<file path="src/rtl/mul_iter.sv">
// mul_iter: iterative radix-2 shift-add multiplier for RV32M MUL/MULH/MULHSU/MULHU.
// Define MUL_EARLY_EXIT_EN to finish once the remaining multiplier bits are all zero.
module mul_iter #(
  parameter int XLEN = 32
) (
  input  logic            clk,
  input  logic            rst,
  input  logic            flush,
  input  logic            in_valid,
  output logic            in_ready,
  input  logic [1:0]      in_op,
  input  logic [XLEN-1:0] in_a,
  input  logic [XLEN-1:0] in_b,
  output logic            out_valid,
  input  logic            out_ready,
  output logic [XLEN-1:0] out_result
);
  typedef enum logic [1:0] {IDLE, RUN, DONE} state_t;
  state_t state_q, state_d;
  logic [1:0] op_q, op_d;
  logic sign_neg_q, sign_neg_d;
  logic [31:0] mcand_q, mcand_d, mplier_q, mplier_d, acc_q, acc_d;
  logic [4:0] cnt_q, cnt_d;
  logic sa, sb, finish;
  logic [32:0] sum;
  logic [63:0] shifted, prod_raw, prod;
  always_comb begin
    sa = (^in_op) & in_a[31];
    sb = (in_op == 2'b01) & in_b[31];
    sum = {1'b0, acc_q} + {1'b0, mplier_q[0] ? mcand_q : 32'd0};
    shifted = {sum, mplier_q[31:1]};
`ifdef MUL_EARLY_EXIT_EN
    // Bits above position 31-cnt of mplier already hold product bits, so mask them off.
    finish = (cnt_q == 5'd31) || (((mplier_q >> 1) << ({1'b0, cnt_q} + 6'd1)) == 32'd0);
`else
    finish = cnt_q == 5'd31;
`endif
    state_d = state_q;
    op_d = op_q;
    sign_neg_d = sign_neg_q;
    mcand_d = mcand_q;
    mplier_d = mplier_q;
    acc_d = acc_q;
    cnt_d = cnt_q;
    if (state_q == IDLE && in_valid) begin
      op_d = in_op;
      sign_neg_d = sa ^ sb;
      mcand_d = sa ? -in_a : in_a;
      mplier_d = sb ? -in_b : in_b;
      acc_d = 32'd0;
      cnt_d = 5'd0;
`ifdef MUL_EARLY_EXIT_EN
      state_d = (mplier_d == 32'd0) ? DONE : RUN;
`else
      state_d = RUN;
`endif
    end else if (state_q == RUN) begin
      {acc_d, mplier_d} = shifted;
      cnt_d = cnt_q + 5'd1;
      if (finish) begin
        state_d = DONE;
`ifdef MUL_EARLY_EXIT_EN
        {acc_d, mplier_d} = shifted >> (5'd31 - cnt_q);
`endif
      end
    end else if (state_q == DONE && out_ready) begin
      state_d = IDLE;
    end
    if (flush) state_d = IDLE;
  end
  always_ff @(posedge clk) begin
    if (rst) begin
      state_q <= IDLE;
      op_q <= 2'd0;
      sign_neg_q <= 1'b0;
      mcand_q <= 32'd0;
      mplier_q <= 32'd0;
      acc_q <= 32'd0;
      cnt_q <= 5'd0;
    end else begin
      state_q <= state_d;
      op_q <= op_d;
      sign_neg_q <= sign_neg_d;
      mcand_q <= mcand_d;
      mplier_q <= mplier_d;
      acc_q <= acc_d;
      cnt_q <= cnt_d;
    end
  end
  always_comb begin
    prod_raw = {acc_q, mplier_q};
    prod = sign_neg_q ? -prod_raw : prod_raw;
    in_ready = state_q == IDLE;
    out_valid = state_q == DONE;
    out_result = !out_valid ? '0 : (op_q == 2'b00) ? prod[31:0] : prod[63:32];
  end
endmodule

</file>
<file path="config.mk">
export PLATFORM = sky130hd
export DESIGN_NAME = mul_iter
export DESIGN_NICKNAME = d
export VERILOG_FILES = /design/src/rtl/mul_iter.sv
export SDC_FILE = /design/constraint.sdc
export NUM_CORES = 1
export LEC_CHECK = 0
export ABC_AREA = 1
export BUFFER_PORTS_ARGS = -buffer_cell sky130_fd_sc_hd__buf_2
export CAP_MARGIN = 20
export CORE_ASPECT_RATIO = 1.4
export CORE_MARGIN = 2
export CORE_UTILIZATION = 47
export DETAILED_ROUTE_END_ITERATION = 12
export HOLD_SLACK_MARGIN = 0.12
export MAX_ROUTING_LAYER = met4
export PLACE_DENSITY = 0.72
export SYNTH_ARGS = -nofsm -noshare
export SYNTH_HDL_FRONTEND = slang
export SYNTH_SLANG_ARGS = --single-unit
</file>
<file path="constraint.sdc">
create_clock -name clk -period 4.55 [get_ports clk]
set_input_delay 0.6825 -clock clk [delete_from_list [all_inputs] [get_ports clk]]
set_output_delay 0.6825 -clock clk [all_outputs]
set_load 0.05 [all_outputs]
</file>
Word-level counts from Yosys, hierarchy flattened
Index checks and enable logic that the tools add are counted.

Register bits after elaboration: 106. Output and inout bits: 34.

$add $sub $neg: 5. Equal/unequal tests: 6. Multiplexer cells: 12. Bitwise operators: 3. Reductions and logical operators: 13.

Operators by type and width (number): 32-bit two-way mux (7); 64-bit two-way mux (1); 32-bit negator (2); 64-bit negator (1); 32-bit by 32-bit adder with 33-bit output (1); 2-bit two-way mux (3); 5-bit by 1-bit adder with 5-bit output, second input constant (1); 5-bit equality test, second input constant (1); 2-bit by 1-bit equality test with 1-bit output, second input constant (2); 2-bit logical NOT (2); 2-bit AND reduction (2); 2-bit nonzero test (2); 2-bit OR reduction (2); 3-bit inequality test, second input constant (1); 3-bit nonzero test (1); 3-bit OR reduction (1); 1-bit bitwise AND (2); 2-bit equality test, second input constant (1); 1-bit logical AND (2); 2-bit inequality test, second input constant (1); 2-bit XOR reduction (1); 1-bit two-way mux (1); 1-bit bitwise XOR (1).

Depth between registers and ports, before layout
Depth in word-level cells: 5. Depth in mapped cells: 17. Gate-level depth less buffers: 16.

Worst setup path after synthesis
No wires, ideal clock.

Kind: reg-to-output. From: reg state_q[1]. To: out out_result[3]. Arrival time: 2.157 ns. Data required time: 3.868 ns. Path slack: 1.711 ns. Cell stages (with the launch flop): 6. Path buffers: 1. Cell sequence: dfxtp_1 > inv_1 > nor2_2 > clkbuf_1 > o31ai_1 > nor2_1.

Cells in the longest elaborated chain, start to end: 2.

Ends and longest elaborated chain: start, declared (RTL line 19) `state_t state_q, state_d;`; start signal, assigned (RTL line 81) `state_q <= state_d;`; 2-bit equality test (RTL line 94) `out_valid = state_q == DONE;`; via out_valid (RTL line 14) `output logic out_valid,`; 32-bit two-way mux (RTL line 95) `out_result = !out_valid ? '0 : (op_q == 2'b00) ? prod[31:0] : prod[63:32];`; end, declared (RTL line 16) `output logic [XLEN-1:0] out_result`.

The timed path passes the listed nets, and every way through them passes these cells.

Final worst setup path
From: reg mplier_q[28]. To: out out_result[21].

Cells in the longest elaborated chain, start to end: 4.

Ends and longest elaborated chain: start, declared (RTL line 22) `logic [31:0] mcand_q, mcand_d, mplier_q, mplier_d, acc_q, acc_d;`; start signal, assigned (RTL line 85) `mplier_q <= mplier_d;`; 64-bit negator (RTL line 92) `prod = sign_neg_q ? -prod_raw : prod_raw;`; 64-bit two-way mux (RTL line 92); 32-bit two-way mux (2 in a row) (RTL line 95).

No other way between the ends.

==> results.ini <==
[clocking]
clkTransAtPathRegs_ns=0.08
clock-root-buffer=clkbuf_16
htreeDepth=3
post_cts_buffers=0
clock_path_buffers=2
ctsHoldBuffers=0
cts_tree=done
post_cts_resized=0
numCtsBuffers=9
cts_sinks=106
clk_latency_ns=0.38

[routing]
num_vias=13200
via_per_inst=5.50
drtIter0Drc=970
ant_nets=0
drc=0
firstDrtPassIters=6
wire_per_inst_um=17.5
drt-total-wl_mm=42.0

[floorplan]
die_x_um=134
dieArea_sq_um=24800
die_y_um=186
coreArea_sq_um=23200
io_pins=105
initial_core_util_pct=47.8
rows=66

[synth]
synth-simple-area-share_pct=45.7
synthTopCellsByCount=nand2_1, inv_1, nor2_1, nand3_1, a21oi_1
synth_top_family_by_area=simple AND/OR/NAND/NOR gates
yosysMostFrequentCell=nand2_1
ys_top_cells_by_area=nand2_1, dfxtp_1, inv_1
synth-edff-count=0
synthArstFlopShare_pct=0
synthFlopType=dfxtp_1
netlist_area_sq_um=11100
synthCells=2027
ys_ff_latch=106
yosysWarnings=0
syn-num-nets=2137
ys_types=51
synthAdderAreaFrac_pct=4.47
muxShareOfSynthArea_pct=0
avgSynthCellArea_sq_um=5.47
synth_top_area_cell=nand2_1
synth_compound_area_share_pct=14.7
yosysTopAreaCellShare_pct=21.2
seq_area_frac_synth_pct=19.2
synth-xor-area-share_pct=3.32

[setup_path]
r2r_end=acc_q[29]
ff2ff_setup_slack_ns=1.82
start_kind=register
rr_startpoint=mplier_q[0]
worst-path-max-fanout=4
worstPathArrival_ns=2.61
path_class=register to output port
worstSetupEndpointType=output port
required_ns=3.87
rr_worst_depth=16

[grt]
grt_overflow=0
top_usage_layer=met2
grt_pass1_vias=12700
grt_pass1_wl_mm=66.0
grtUsageMet2_pct=63.4
use_met3_pct=4.06
antenna_found_initial=0
track_usage_pct=35.3
grt_use_met1_pct=34.9
grt_max_degree=76

[sta]
setup_tns_ns=0
min_period_ns=3.29
relSlewSlack_pct=44.6
fin_crit_sh_pct=72.3
fmax_ghz=0.304
holdWs_ns=0.454
finClkSkew_ns=0.0134
setup_viol_count_final=0
worstMarginPinSlew_ns=0.831
rsz0062_at_grt=false
hold_violations=0
slew_viol_final=0

[power_and_ir_drop]
peakVddDrop_v=0.000196
leakagePower_nw=6.35
power_mw=2.76
power.density_nw_per_um2=229

[outcome]
outcome=finished clean

[finish]
fin_nets=2203
drive_above_1_share_pct=10.3
fin_cells=2404
area_growth_pct=9.10
n_antenna_cell=0

[worst_hold_path]
hp-class=register to register
whs_endpoint=mcand_q[14]
hold_path_depth=2
min_from=mcand_q[14]

[place]
dpl.hpwl_mm=33.9
gp_congestion=1.04
port_buffers=104
dp.cells=2388

[job]
cap_viol_max_count=0

==> registers in the layout, indices dropped and copies added (netlist names) <==
signal and cells:
cnt_q 5, state_q 2, acc_q 32, sign_neg_q 1
mcand_q 32, mplier_q 32, op_q 2
==> layout make-up <==
class | instances | area, sq um
fillers | 2625 | 11100
multi-input cells | 1558 | 7560
flip-flops and latches | 106 | 2120
inverters | 304 | 1140
repair buffers | 114 | 596
well taps | 306 | 383
clock buffers | 9 | 225
clock inverters | 7 | 63.8
==> metrics by stage <==
stage	util, %	cell area, sq um	worst slack [ns]
2_1_floorplan	-	11100	1.71
3_3_place_gp	50.9	11800	1.69
3_5_place_dp	50.9	11800	1.61
4_1_cts	52.1	12100	1.35
5_1_grt	52.1	12100	1.09
6_report	52.1	12100	1.26
==> per-layer routing <==
layer	share of wire, %	vias up
met2	50	505
met1	36	5904
met5	0	-
li1	-	6606
met4	8.7	0
met3	5.0	218
==> critical path, cell delays in order, from the launching register on <==
cell and delay, ns:
dfxtp_1 0.41, inv_1 0.32, nand3_1 0.17, nor2_1 0.26
nand2_1 0.14, nor2_1 0.13, nand3_1 0.17, nand2_1 0.10
nand2_1 0.06, nand3_1 0.09, nand2_1 0.07, inv_1 0.05
buf_2 0.25
==> where the power goes <==
group	switching, mW	internal [mW]	leakage, nW
sequential	0.0780	0.988	0.870
combinational	0.617	0.270	5.33
clock	0.427	0.384	0.145
total	1.12	1.64	6.35
==> worst max-delay path by stage <==
stage	start	to	cells after the start
3_3_place_gp	in_op[0]	mplier_q[28]	12
2_1_floorplan	state_q[1]	out_result[3]	5
5_1_grt	acc_q[2]	out_result[24]	12
3_5_place_dp	in_op[0]	mplier_q[28]	12
6_report	mplier_q[28]	out_result[21]	12
4_1_cts	mplier_q[1]	out_result[18]	13
==> cells by family after synthesis <==
logic type                 after synthesis
buffers and inverters                  363
AOI/OAI and AO/OA                      307
and+or+nand+nor                       1170
adders and majority gates               39
DFF                                    106
xor gates and xnor gates                42
==> cells in the final DEF (no fill, tap or decap), types with 7 or more instances in the layout <==
| cell | count |
|---|---|
| nor2_2 | 26 |
| a21oi_1 | 134 |
| o21ai_1 | 39 |
| a31oi_1 | 8 |
| nor3_1 | 25 |
| inv_1 | 283 |
| inv_2 | 19 |
| xor2_1 | 27 |
| ha_1 | 38 |
| xnor2_1 | 15 |
| buf_4 | 10 |
| nand3_2 | 9 |
| nand4_1 | 33 |
| nor2_1 | 214 |
| dfxtp_1 | 105 |
| clkbuf_16 | 9 |
| nand2_2 | 11 |
| buf_2 | 104 |
| nand2_1 | 627 |
| o21ai_0 | 103 |
| nor2_4 | 7 |
| nand3_1 | 199 |
Note: power is estimated with default switching activity, not from simulation.
